`config.mk`:
```
export PLATFORM = sky130hd
export DESIGN_NAME = fa_structural
export DESIGN_NICKNAME = d
export VERILOG_FILES = /design/src/rtl/fa_pkg.sv /design/src/rtl/half_adder.sv /design/src/rtl/fa_structural.sv
export SDC_FILE = /design/constraint.sdc
export NUM_CORES = 1
export LEC_CHECK = 0
export CAP_MARGIN = 20
export CORE_AREA = 5 5 42 44
export DETAILED_ROUTE_END_ITERATION = 8
export DIE_AREA = 0 0 47 49
export GPL_ROUTABILITY_DRIVEN = 0
export HOLD_SLACK_MARGIN = 0.12
export PLACE_DENSITY = 0.35
export REMOVE_ABC_BUFFERS = 1
export SLEW_MARGIN = 20
export SYNTH_ARGS = -nofsm -noshare
export SYNTH_HDL_FRONTEND = slang
export SYNTH_SLANG_ARGS = --single-unit
```
`constraint.sdc`:
```
create_clock -name clk -period 1.95 [get_ports clk]
set_input_delay 0.2925 -clock clk [delete_from_list [all_inputs] [get_ports clk]]
set_output_delay 0.2925 -clock clk [all_outputs]
set_load 0.01 [all_outputs]
```
`src/rtl/fa_pkg.sv`:
```
// Shared constants and result type for the structural ripple-carry adder.
package fa_pkg;

  localparam int FA_DEFAULT_WIDTH = 1;
  localparam int FA_MAX_WIDTH     = 64;

  typedef struct packed {
    logic                    carry;
    logic [FA_MAX_WIDTH-1:0] sum;
  } fa_result_t;

endpackage

```
`src/rtl/half_adder.sv`:
```
// Combinational half adder cell: the building block of every full-adder bit.
module half_adder (
  output logic sum,
  output logic carry,
  input  logic x,
  input  logic y
);

  assign sum   = x ^ y;
  assign carry = x & y;

endmodule

```
`src/rtl/fa_structural.sv`:
```
// Registered ripple-carry adder built from half-adder pairs, 1-cycle latency.
// Optional signed-overflow output enabled by defining FA_STRUCTURAL_OVERFLOW_EN.
module fa_structural
  import fa_pkg::*;
#(
  parameter int WIDTH = FA_DEFAULT_WIDTH
) (
  input  logic             clk,
  input  logic             rst_n,
  input  logic             in_valid,
  input  logic [WIDTH-1:0] a,
  input  logic [WIDTH-1:0] b,
  input  logic             c,
  output logic             out_valid,
  output logic [WIDTH-1:0] sum,
  output logic             carry
`ifdef FA_STRUCTURAL_OVERFLOW_EN
  ,
  output logic             ovf
`endif
);

  logic [WIDTH:0]   cin;
  logic [WIDTH-1:0] s1;
  logic [WIDTH-1:0] c1;
  logic [WIDTH-1:0] c2;
  logic [WIDTH-1:0] sum_comb;

  assign cin[0] = c;

  for (genvar gi = 0; gi < WIDTH; gi++) begin : g_bit
    half_adder u_ha0 (
      .sum   (s1[gi]),
      .carry (c1[gi]),
      .x     (a[gi]),
      .y     (b[gi])
    );

    half_adder u_ha1 (
      .sum   (sum_comb[gi]),
      .carry (c2[gi]),
      .x     (s1[gi]),
      .y     (cin[gi])
    );

    assign cin[gi+1] = c1[gi] | c2[gi];
  end

`ifdef FA_STRUCTURAL_OVERFLOW_EN
  // cin[WIDTH-1] is the carry into the MSB; at WIDTH=1 that is c itself.
  logic ovf_comb;
  assign ovf_comb = cin[WIDTH] ^ cin[WIDTH-1];
`endif

  // Operands are only sampled under in_valid so idle-cycle X never reaches state.
  always_ff @(posedge clk or negedge rst_n) begin
    if (!rst_n) begin
      out_valid <= 1'b0;
      sum       <= '0;
      carry     <= 1'b0;
`ifdef FA_STRUCTURAL_OVERFLOW_EN
      ovf       <= 1'b0;
`endif
    end else begin
      out_valid <= in_valid;
      if (in_valid) begin
        sum   <= sum_comb;
        carry <= cin[WIDTH];
`ifdef FA_STRUCTURAL_OVERFLOW_EN
        ovf   <= ovf_comb;
`endif
      end
    end
  end

endmodule

```
Word-level counts from Yosys, hierarchy flattened
Index checks and enable logic that the tools add are counted.

word-level totals
  flip-flop bits (word level) = 3
  input bits = 6
  logic and storage cells = 8

operators by class
  bitwise gates (word level) = 5

operators with widths
  kind           number
  $and A1 B1 Y1  2
  $xor A1 B1 Y1  2
  $or A1 B1 Y1   1

Longest topological paths before layout
  word-level depth = 3
  depth in mapped cells = 2
  depth with buffers taken out = 2

By module
Synthesis repeated with hierarchy kept, for this count alone.

unflattened totals
  cell total of the unflattened synthesis = 9
  area total of the unflattened synthesis = 127.6 um2

by module, submodules not included
  module         instances  cells an instance  area each (um2)  seq. area each (um2)
  fa_structural  1          7                  102.6            75.1
  half_adder     2          1                  12.5             0.0

Worst setup path after synthesis
OpenSTA, ideal clock, no wires.

  path type = input -> register
  from = in a
  to = reg sum
  setup time = 0.125 ns
  arrival time = 0.994 ns
  required time = 1.825 ns
  slack = 0.832 ns
  stages = 2
  path through = fa_1 -> mux2_2

between the ends
  longest elaborated chain between the ends = 2

RTL lines
  what                         RTL line             text
  start, declared              fa_structural.sv:11  input logic [WIDTH-1:0] a,
  $xor A1 B1 Y1 (2 in series)  half_adder.sv:9      assign sum = x ^ y;
  end signal, assigned         fa_structural.sv:67  sum <= sum_comb;
  end, declared                fa_structural.sv:15  output logic [WIDTH-1:0] sum,

Every way passes these cells.
A chain may end at the register's enable or synchronous reset.

Worst setup path in the final report
  from = reg carry
  to = out carry

RTL lines
  what                    RTL line             text
  start, declared         fa_structural.sv:16  output logic carry
  start signal, assigned  fa_structural.sv:68  carry <= cin[WIDTH];

No word-level cell between the ends.

==> results.md <==
- I/O Pins: 9
- Post-synth top area share: 63.8%
- Synth cell types: 3
- Outcome: finished clean
- DR DRC count: 0
- RSZ-0062 raised after global routing: false
- Gr usage total: 4.09%
- Worst-Margin Slew: 0.144 ns
- Main synth FF type: dfrtp_1
- # hold bufs at CTS: 0
- Count leader, synth: dfrtp_1
- Fin crit period: 1.40 ns
- Leakage power: 0.0965 nW
- Clock tree buffer depth: 2
- Area growth, synth to finish: 107%
- Power per cell area: 925 nW/um2
- Clock power share: 48.6%
- Routed WL: 301 um
- Largest net degree at the start of global routing: 4
- Post-synthesis cell count: 6
- Worst-Skew Late Latency: 0.23 ns
- Via count: 92
- Slowest CP cell: clkdlybuf4s50_1
- # diodes: 0
- GR Overflow Total: 0
- M2 GR Usage: 3.85%
- Endpoint class of the critical path: output pin
- Hold WC Path Type: input pin to async pin
- Crit path max-delay family: buffers and inverters
- Clock Root Buffer: clkbuf_4
- M1 GR Usage: 3.10%
- Synth area leader: dfrtp_1
- FFs w/ async S/R, synth: 100%
- Post-Layout Cell Count: 34
- GR peak layer: met3
- Share of layout cells above drive strength 1: 27.8%
- Reg-to-reg endpoint: carry
- Vias in the first global route: 133
- Initial antenna violation count: 0
- Count of nets after finishing: 26
- Rel. slew slack: 90.3%
- Post-synthesis sequential area ratio: 63.8%
- Setup Skew: 0 ns
- Fmax: 716 MHz
- Clock-pin slew on the worst setup and hold paths: 0.04 ns
- Area after DPL: 218 um2
- Worst path cell trace: clkdlybuf4s50_1
- Slowest stage delay, CP: 0.53 ns
- First-pass GRT wire length: 545 um
- # placed instances: 30
- Setup TNS: 0 ns
- Row count: 14
- Chip height: 49 um
- FILL cells: 166
- WHS: 0.246 ns
- RR Startpoint: carry
- VDD IR-drop max: 120 uV
- Type of origin of the critical path: flip-flop
- Core region area: 1400 um2
- Initial Util: 8.39%
- Net Switching: 0.0000499 W
- Die X: 47 um
- Synth Area per Inst: 19.6 um2
- Max-cap violations: 0
- CTS tree: built
- Antenna-violating nets left: 0
- Cell Area, Synth: 118 um2
- Clock Sinks: 3
- Final worst-path cycle share: 71.6%
- CP Max Fanout: 2
- Critical path arrival: 1.10 ns
- TritonRoute pass-1 iters: 1
- Wire per inst: 8.85 um
- Int Power: 0.000176 W
- Critical path class: flip-flop to output pin
- Most area-consuming cells after synthesis: dfrtp_1, mux2_2, fa_1
- CP bufs+invs: 1
- Number of synthesized flops with an enable pin: 0
- Worst-case reg-to-reg path depth: 1
- Num CTS Buffers: 3
- Required time worst endpoint: 1.66 ns
- Synth Register Bits: 3
- Resized Gates After CTS: 0
- Final Hold Vio Count: 0
- Die area: 2300 um2
- PortBufs: 8
- H-tree levels: 1
- Iter 0 DRT Violations: 0
- Ys Warns: 0
- Setup violators final: 0
- Fin area: 244 um2
- Met3 Use GR: 6.64%
- Reg-to-reg slack, setup: 1.21 ns
- Final Max Tran Viols: 0
- Final Core Density: 17.4%
- Switching part of the total: 22.1%
- Postcts setup bufs: 0
- Seq pwr share: 32.7%
- Most common library cells after synthesis: dfrtp_1, mux2_2, fa_1
- Combinational share of power: 18.7%
- Via/cell ratio: 2.71
[registers in the layout, indices dropped and copies added, names as in the netlist]
signal,cells
carry,1
out_valid,1
sum,1
[power by group through the flow]
stage	clock [W]	sequential (W)	combinational, W
after global placement	0	0.0000748	0.0000423
final	0.000110	0.0000738	0.0000423
after global routing	0.000122	0.0000753	0.0000470
after CTS	0.000116	0.0000740	0.0000429
after detailed placement	0	0.0000749	0.0000426
after floorplan	0	0.0000786	0.00000816
[metrics by stage]
stage | power, W | setup WS [ns]
floorplan | 0.0000867 | 0.832
global placement | 0.000117 | 0.345
detailed placement | 0.000117 | 0.352
CTS | 0.000233 | 0.537
global route | 0.000244 | 0.494
finish | 0.000226 | 0.553
[final cells by class]
cell class / instances / area [um2] / share of cell area, %
well taps: 16 / 20.0 / 8.21
repair buffers: 8 / 80.1 / 32.8
flip-flops and latches: 3 / 75.1 / 30.8
multi-input cells: 3 / 42.5 / 17.4
clock buffers: 4 / 26.3 / 10.8
[worst max-delay path by stage]
stage | startpoint | slack [ns] | depth (start not counted) | to
4_1_cts | carry | 0.54 | 1 | carry
2_1_floorplan | a | 0.83 | 2 | sum
5_1_grt | carry | 0.49 | 1 | carry
3_3_place_gp | a | 0.35 | 3 | sum
3_5_place_dp | a | 0.35 | 3 | sum
6_report | carry | 0.55 | 1 | carry
[layout by cell type (no fill, tap or decap), drive strengths merged]
| cell | count |
|---|---|
| clkdlybuf4s50 | 8 |
| clkbuf | 4 |
| dfrtp | 3 |
| mux2 | 2 |
| fa | 1 |
[layer usage]
layer  part of all wire [%]  vias to the layer above
li1                       -                       47
met1                     39                       37
met2                     34                        8
met3                     27                        0
met4                      0                        0
met5                      0                        -
[cell families after synthesis]
kind of cell / share of synthesized area, %
adder cells (fa/ha/maj): 17.0
flip-flops: 63.8
multiplexers: 19.1
Power figures use the tool's default switching activity.
